[src/rtl/upower_pkg.sv]
// Shared uPower definitions: opcode constants, instruction formats,
// fetch/decode FSM states and the zero-masked decoded-field bundle.
package upower_pkg;

  // Primary opcodes (instr[31:26]).
  localparam logic [5:0] OP_XO31   = 6'd31;
  localparam logic [5:0] OP_B      = 6'd19;
  localparam logic [5:0] OP_I      = 6'd18;
  localparam logic [5:0] OP_LD     = 6'd58;
  localparam logic [5:0] OP_STD    = 6'd62;

  // D-form opcodes.
  localparam logic [5:0] OP_ADDI   = 6'd14;
  localparam logic [5:0] OP_ADDIS  = 6'd15;
  localparam logic [5:0] OP_ANDI   = 6'd28;
  localparam logic [5:0] OP_ORI    = 6'd24;
  localparam logic [5:0] OP_XORI   = 6'd26;
  localparam logic [5:0] OP_LWZ    = 6'd32;
  localparam logic [5:0] OP_LBZ    = 6'd34;
  localparam logic [5:0] OP_STW    = 6'd36;
  localparam logic [5:0] OP_STWU   = 6'd37;
  localparam logic [5:0] OP_STB    = 6'd38;
  localparam logic [5:0] OP_LHZ    = 6'd40;
  localparam logic [5:0] OP_LHA    = 6'd42;
  localparam logic [5:0] OP_STH    = 6'd44;

  // XO-form extended opcodes (instr[9:1]) under primary opcode 31.
  localparam logic [8:0] XO_ADD    = 9'd266;
  localparam logic [8:0] XO_SUBF   = 9'd40;

  typedef enum logic [2:0] {
    FMT_XO  = 3'd0,
    FMT_X   = 3'd1,
    FMT_B   = 3'd2,
    FMT_I   = 3'd3,
    FMT_D   = 3'd4,
    FMT_DS  = 3'd5,
    FMT_ILL = 3'd6
  } fmt_e;

  typedef enum logic [2:0] {
    IDLE     = 3'd0,
    REQ      = 3'd1,
    WAIT_RSP = 3'd2,
    OUT      = 3'd3,
    WAIT_BR  = 3'd4,
    HALT     = 3'd5
  } state_e;

  // Fields presented to the ALU; anything outside the decoded format is zero.
  typedef struct packed {
    logic [5:0]  opcode;
    logic [4:0]  rd;
    logic [4:0]  ra;
    logic [4:0]  rb;
    logic [4:0]  bo;
    logic [4:0]  bi;
    logic [15:0] si;
    logic [13:0] ds;
    logic [1:0]  xods;
    logic [9:0]  xox;
    logic [8:0]  xoxo;
    logic        aa;
  } fields_t;

  function automatic logic is_d_form(input logic [5:0] op);
    logic hit;
    case (op)
      OP_ADDI, OP_ADDIS, OP_ANDI, OP_ORI, OP_XORI, OP_LWZ, OP_LBZ,
      OP_STW, OP_STWU, OP_STB, OP_LHZ, OP_LHA, OP_STH: hit = 1'b1;
      default:                                         hit = 1'b0;
    endcase
    return hit;
  endfunction

  // I-form displacement: sext(LI || 0b00).
  function automatic logic [63:0] sext_li(input logic [23:0] li);
    return {{38{li[23]}}, li, 2'b00};
  endfunction

  // B-form displacement: sext(BD || 0b00).
  function automatic logic [63:0] sext_bd(input logic [13:0] bd);
    return {{48{bd[13]}}, bd, 2'b00};
  endfunction

endpackage

[src/rtl/instr_field_split.sv]
// Combinational classifier: maps a 32-bit instruction word to its format
// and the field bundle, zeroing every field the format does not own.
module instr_field_split
  import upower_pkg::*;
(
  input  logic [31:0] instr,
  output fmt_e        fmt,
  output fields_t     fields
);

  // Classify the opcode and populate only the fields of that format.
  always_comb begin
    fmt           = FMT_ILL;
    fields        = '0;
    fields.opcode = instr[31:26];
    fields.rd     = instr[25:21];
    fields.ra     = instr[20:16];
    fields.rb     = instr[15:11];
    case (instr[31:26])
      OP_XO31: begin
        if ((instr[9:1] == XO_ADD) || (instr[9:1] == XO_SUBF)) begin
          fmt         = FMT_XO;
          fields.xoxo = instr[9:1];
        end else begin
          fmt         = FMT_X;
          fields.xox  = instr[10:1];
        end
      end
      OP_B: begin
        fmt       = FMT_B;
        fields.bo = instr[25:21];
        fields.bi = instr[20:16];
        fields.aa = instr[1];
      end
      OP_I: begin
        fmt       = FMT_I;
        fields.aa = instr[1];
      end
      OP_LD, OP_STD: begin
        fmt         = FMT_DS;
        fields.ds   = instr[15:2];
        fields.xods = instr[1:0];
      end
      default: begin
        if (is_d_form(instr[31:26])) begin
          fmt       = FMT_D;
          fields.si = instr[15:0];
        end else begin
          fmt       = FMT_ILL;
        end
      end
    endcase
  end

endmodule

[src/rtl/instr_fetch_decode.sv]
// uPower front end: single-outstanding instruction fetch, field decode,
// and PC update for sequential flow, I-form jumps and resolved B-form branches.
module instr_fetch_decode
  import upower_pkg::*;
#(
  parameter logic [63:0] RESET_PC = 64'h0
)
(
  input  logic        clk,
  input  logic        rst,
  output logic        imem_req_valid,
  input  logic        imem_req_ready,
  output logic [63:0] imem_addr,
  input  logic        imem_rsp_valid,
  input  logic [31:0] imem_rsp_data,
  output logic        dec_valid,
  input  logic        dec_ready,
  output logic [5:0]  opcode,
  output logic [4:0]  rd,
  output logic [4:0]  ra,
  output logic [4:0]  rb,
  output logic [4:0]  bo,
  output logic [4:0]  bi,
  output logic [15:0] si,
  output logic [13:0] ds,
  output logic [1:0]  xods,
  output logic [9:0]  xox,
  output logic [8:0]  xoxo,
  output logic        aa,
  output logic [63:0] dec_pc,
  input  logic        br_valid,
  input  logic        br_taken,
  output logic        illegal
);

  state_e      state_r;
  state_e      state_next_s;
  logic [63:0] pc_r;
  logic [63:0] pc_next_s;
  logic [63:0] pc_plus4_s;
  logic [63:0] target_r;
  logic [63:0] rsp_target_s;
  fmt_e        fmt_r;
  fmt_e        rsp_fmt_s;
  fields_t     fields_r;
  fields_t     rsp_fields_s;
  logic [63:0] dec_pc_r;
  logic        illegal_r;
  logic        req_valid_r;
  logic        dec_valid_r;
  logic        rsp_take_s;

  instr_field_split u_split (
    .instr  (imem_rsp_data),
    .fmt    (rsp_fmt_s),
    .fields (rsp_fields_s)
  );

  assign pc_plus4_s = pc_r + 64'd4;

  // Branch target of the word on the response bus, relative to the PC that fetched it.
  always_comb begin
    rsp_target_s = pc_plus4_s;
    case (rsp_fmt_s)
      FMT_I: begin
        if (imem_rsp_data[1]) begin
          rsp_target_s = sext_li(imem_rsp_data[25:2]);
        end else begin
          rsp_target_s = pc_r + sext_li(imem_rsp_data[25:2]);
        end
      end
      FMT_B:   rsp_target_s = pc_r + sext_bd(imem_rsp_data[15:2]);
      default: rsp_target_s = pc_plus4_s;
    endcase
  end

  // Next-state and next-PC logic; stray responses and resolutions are ignored by construction.
  always_comb begin
    state_next_s = state_r;
    pc_next_s    = pc_r;
    rsp_take_s   = 1'b0;
    case (state_r)
      IDLE: state_next_s = REQ;
      REQ: begin
        if (imem_req_ready) begin
          state_next_s = WAIT_RSP;
        end else begin
          state_next_s = REQ;
        end
      end
      WAIT_RSP: begin
        if (imem_rsp_valid) begin
          rsp_take_s = 1'b1;
          if (rsp_fmt_s == FMT_ILL) begin
            state_next_s = HALT;
          end else begin
            state_next_s = OUT;
          end
        end else begin
          state_next_s = WAIT_RSP;
        end
      end
      OUT: begin
        if (dec_ready) begin
          case (fmt_r)
            FMT_I: begin
              pc_next_s    = target_r;
              state_next_s = REQ;
            end
            FMT_B: state_next_s = WAIT_BR;
            default: begin
              pc_next_s    = pc_plus4_s;
              state_next_s = REQ;
            end
          endcase
        end else begin
          state_next_s = OUT;
        end
      end
      WAIT_BR: begin
        if (br_valid) begin
          pc_next_s    = br_taken ? target_r : pc_plus4_s;
          state_next_s = REQ;
        end else begin
          state_next_s = WAIT_BR;
        end
      end
      HALT:    state_next_s = HALT;
      default: state_next_s = IDLE;
    endcase
  end

  // FSM state register.
  always_ff @(posedge clk) begin
    if (rst) begin
      state_r <= IDLE;
    end else begin
      state_r <= state_next_s;
    end
  end

  // PC and registered handshake flags, derived from the next state.
  always_ff @(posedge clk) begin
    if (rst) begin
      pc_r        <= RESET_PC;
      req_valid_r <= 1'b0;
      dec_valid_r <= 1'b0;
    end else begin
      pc_r        <= pc_next_s;
      req_valid_r <= (state_next_s == REQ);
      dec_valid_r <= (state_next_s == OUT);
    end
  end

  // Capture decoded fields on an accepted response; an illegal word blanks them and halts.
  always_ff @(posedge clk) begin
    if (rst) begin
      fields_r  <= '0;
      fmt_r     <= FMT_ILL;
      target_r  <= 64'd0;
      dec_pc_r  <= 64'd0;
      illegal_r <= 1'b0;
    end else if (rsp_take_s) begin
      if (rsp_fmt_s == FMT_ILL) begin
        fields_r  <= '0;
        dec_pc_r  <= 64'd0;
        illegal_r <= 1'b1;
      end else begin
        fields_r  <= rsp_fields_s;
        fmt_r     <= rsp_fmt_s;
        target_r  <= rsp_target_s;
        dec_pc_r  <= pc_r;
      end
    end
  end

  assign imem_req_valid = req_valid_r;
  assign imem_addr      = pc_r;
  assign dec_valid      = dec_valid_r;
  assign opcode         = fields_r.opcode;
  assign rd             = fields_r.rd;
  assign ra             = fields_r.ra;
  assign rb             = fields_r.rb;
  assign bo             = fields_r.bo;
  assign bi             = fields_r.bi;
  assign si             = fields_r.si;
  assign ds             = fields_r.ds;
  assign xods           = fields_r.xods;
  assign xox            = fields_r.xox;
  assign xoxo           = fields_r.xoxo;
  assign aa             = fields_r.aa;
  assign dec_pc         = dec_pc_r;
  assign illegal        = illegal_r;

endmodule

[config.mk]
export PLATFORM = sky130hd
export DESIGN_NAME = instr_fetch_decode
export DESIGN_NICKNAME = d
export VERILOG_FILES = /design/src/rtl/upower_pkg.sv /design/src/rtl/instr_field_split.sv /design/src/rtl/instr_fetch_decode.sv
export SDC_FILE = /design/constraint.sdc
export NUM_CORES = 1
export LEC_CHECK = 0
export CORE_MARGIN = 10
export CORE_UTILIZATION = 42
export CTS_BUF_LIST = sky130_fd_sc_hd__clkbuf_16
export DETAILED_ROUTE_END_ITERATION = 8
export PLACE_DENSITY_LB_ADDON = 0.05
export RECOVER_POWER = 25
export SLEW_MARGIN = 25
export SYNTH_ARGS = -nofsm -noshare
export SYNTH_HDL_FRONTEND = slang
export SYNTH_SLANG_ARGS = --single-unit
[constraint.sdc]
create_clock -name clk -period 4.3 [get_ports clk]
set_input_delay 0.645 -clock clk [delete_from_list [all_inputs] [get_ports clk]]
set_output_delay 0.645 -clock clk [all_outputs]
set_load 0.1 [all_outputs]
==> run summary <==
The count of pins on the block boundary was 253. In this run, the number of DRC markers left after iteration 0 of detailed routing was 2081. Slack of the worst reg-to-reg path: 0.40 ns. TritonCTS built the clock tree. The number of warnings reported in the yosys synthesis log is 0, and the total of cells resized after clock tree synthesis is 0. The floorplan step set the die width to 239 um. Type of the worst min-delay path: reg -> reg. The global-route wire length before repair was 130000 um; the H-tree depth was 2. dfxtp_1 takes more of the synthesized area than any other cell. Clock-pin slew was measured on the worst setup and hold paths at 0.06 ns. Summed over all nets, the half-perimeter wirelength after detailed placement is 62900 um. The final setup violation count came out at 0.

The fraction of synthesis flops using an asynchronous set or reset pin came out at 0%. The routed length per placed instance is 22.9 um, and the fraction of final layout cells with drive strength greater than 1 is 8.98%. Timing analysis after detailed placement gives a worst setup slack of -0.241 ns.

The peak supply drop was 274 uV; the detailed-route vias per instance was 6.04. The checks that failed: max-capacitance violations, max-slew violations. Type of the setup path with the least slack: in -> reg.

The max-slew violation count was 160; the CTS buffer count was 35. The tools report the sequential fraction of the synthesis area as 28.2%. The power density over cell area came out at 251 nW/um^2. The tree is rooted in a clkbuf_16. For this block, the via count after detailed routing is 22600. In this run the core area contains 80 standard-cell rows. The tools report the number of buffers added to fix hold violations after cts as 0. The initial utilization of the core area, before any placement, comes to 42.3%.

The run gives 21600 as the number of global-route vias before repair. The logs give 0.980 for the placer's final routability congestion estimate and 3242 for the number of nets in the final layout. The logs give 4.76 ns for the required time at the worst-slack endpoint and 0.447 ns for the final hold slack. For the count of final hold-check violations, the log shows 0.

Derived from the worst setup path, the maximum achievable clock frequency is 0.247 GHz. At the pin with the least slew margin, the transition time is 2.88 ns. The worst setup path is captured at a flip-flop. Measured against its own limit, the worst slew margin works out to -91.9%.

For this run, the total global-route usage over all layers was measured as 28.8%. The arrival time at the worst endpoint came out at 4.51 ns. After global routing, the most crowded layer is met2. Once detail routing completed, the nets flagged for antenna violations numbered 0.

The run gives 145 as the pin count of the biggest net entering global routing. The met3 usage in global routing was 4.39%. Summing all placed instances gives a cell area of 24300 sq um. STA classifies the critical path startpoint as an input pin. For this run, design rule violations remaining after detail routing come to 0. Synthesis produced a netlist with a net count of 2967. The first detailed-routing pass ran for 6 iterations. The met2 usage in global routing came out at 47.9%. By count the netlist is led by 377 x a21oi_1, 362 x nand2_1, 287 x nor2_1. A synthesized cell averages 7.15 sq um.

The die is 239 um tall. The total length of routed wires was 85400 um. The number of clock sinks seen by CTS came out at 284. The synthesis-to-layout area growth is 26.0%, and the total non-filler cell area in the finished layout is 25400 sq um. In this run the cell area of the synthesized design comes to 20200 sq um.

The analysis attributes to cell leakage a power of 10.0 nW. Setup repair after global routing left no endpoint under its margin. The run gives 47600 sq um as the area of the core.

The tools report the gate count of the mapped netlist as 2818. By area the synthesized netlist is led by dfxtp_1 28%, a21oi_1 9.4%, ha_1 6.8%, nand2_1 6.7%, nor2_1 5.3%. The time the final worst path needs with I/O delays and setup is 4.05 ns. In this run the tool buffered the top-level ports with 252 buffer cells. Number of storage elements in the synthesis netlist: 284.

Summed over all failing endpoints, the final setup total negative slack is 0 ns. The number of antenna repair diodes was 0. Synthesis instantiated 85 different standard cells from the library. The number of setup buffers added after CTS is 0.

Between clock sinks in the finished design, the worst skew comes to 0.0160 ns. In this run, synthesis inferred 0 flip-flops with an integrated enable. The most common cell in the synthesized netlist is a21oi_1. The clock passes through at most 3 buffers. The post-layout worst setup margin is 0.251 ns. The largest fanout of any net on the critical path works out to 2.

The run finished, with violations left. Across the run, the number of max-cap violations was 2. For this run, the leading register cell type out of synthesis is dfxtp_1.

The tools report the area enclosed by the die boundary as 57200 sq um. Of the available clock period, the critical path in the final layout requires 94.2%. Global routing consumed, on the met1 layer, 38.1% of the routing resources. The share of the synthesized area in the top cell type works out to 28.2%.

The clock latency on the worst-skew pair is 0.56 ns. Global routing finished with a remaining overflow of 0. The number of antenna violations at the first check in global routing came out at 1.
[critical path, stage by stage]
cell and delay [ns]:
clkdlybuf4s50_1 0.58, ha_1 0.23, inv_1 0.07, fa_1 0.39, nor2b_1 0.20, o211a_1 0.21, o21ai_0 0.13, buf_4 0.17
nand3_1 0.06, a31oi_1 0.15, o41ai_2 0.54, a21oi_1 0.21, a211oi_1 0.36, mux2i_1 0.23, nand3_1 0.09, a311oi_1 0.23
[power by group]
part / internal (mW) / leakage (nW) / switching, mW
clock: 1.74 / 0.561 / 1.27
combinational: 0.215 / 7.15 / 0.493
sequential: 2.65 / 2.29 / 0.0126
[cells in the final DEF (no fill, tap or decap), types with 22 or more instances in the layout]
cell | synthesis | layout
buf_4 | 0 | 185
nor3_1 | 61 | 61
clkdlybuf4s50_1 | 0 | 187
o21bai_1 | 22 | 22
dfxtp_1 | 284 | 284
a211oi_1 | 61 | 61
dlygate4sd3_1 | 0 | 61
o21ai_0 | 164 | 164
xnor2_1 | 89 | 89
nor2_1 | 287 | 286
clkbuf_16 | 0 | 35
inv_1 | 48 | 52
a22oi_1 | 45 | 45
and3_1 | 37 | 37
ha_1 | 109 | 109
xor2_1 | 67 | 67
a31oi_1 | 23 | 23
nand4_1 | 36 | 36
o211ai_1 | 26 | 26
a21oi_1 | 377 | 377
nand3_1 | 180 | 178
a21o_1 | 66 | 66
nand2_1 | 362 | 362
a221oi_1 | 27 | 27
[metrics by stage]
step	power [mW]	utilization, %	std cells
finish	6.37	53.3	3734
global route	6.58	53.3	3734
CTS	6.42	53.4	3734
detailed placement	3.41	51.0	3671
global placement	3.41	50.9	3669
floorplan	3.12	-	2818
[final timing paths]
| check | cells after the start | endpoint | startpoint |
|---|---|---|---|
| worst min-delay path | 2 | dec_pc[44] | dec_pc[44] |
| worst max-delay path | 16 | target_r[62] | imem_rsp_data[2] |
| worst max register to register | 4 | opcode[1] | state_r[0] |
| worst min register to register | 2 | dec_pc[44] | dec_pc[44] |
[logic make-up (layout without fill, tap and decap cells)]
family	count (synthesis)	count (layout)	share of synthesized area (%)
mux	7	7	0.360
xor+xnor	156	156	6.78
buf+inv	258	559	4.92
simple gates	1076	1076	24.5
compound gates	927	927	28.4
flops	284	284	28.2
fa+ha+maj	110	110	6.86
[sequential cells by signal, summed over array words and instances, names as in the netlist, 5 cells and up]
signal and count:
imem_addr 64, xoxo 9, rd 5, dec_pc 64
ds 14, rb 5, target_r 64, bi 5
bo 5, si 16, ra 5, opcode 6
xox 10
[layout make-up]
cell class / instances / area [sq um]
clock buffer: 35 / 876
clock inverter: 28 / 270
fill: 4722 / 22200
inverter: 49 / 189
multi-input combinational: 2276 / 13500
sequential: 284 / 5690
tap: 615 / 769
timing repair buffer: 447 / 4070
[metal layers]
metal,up-vias,share of wire [%]
li1,10700,-
met1,10900,44
met2,827,47
met3,133,6.5
met4,0,2.5
met5,-,0
Power figures use the tool's default switching activity.
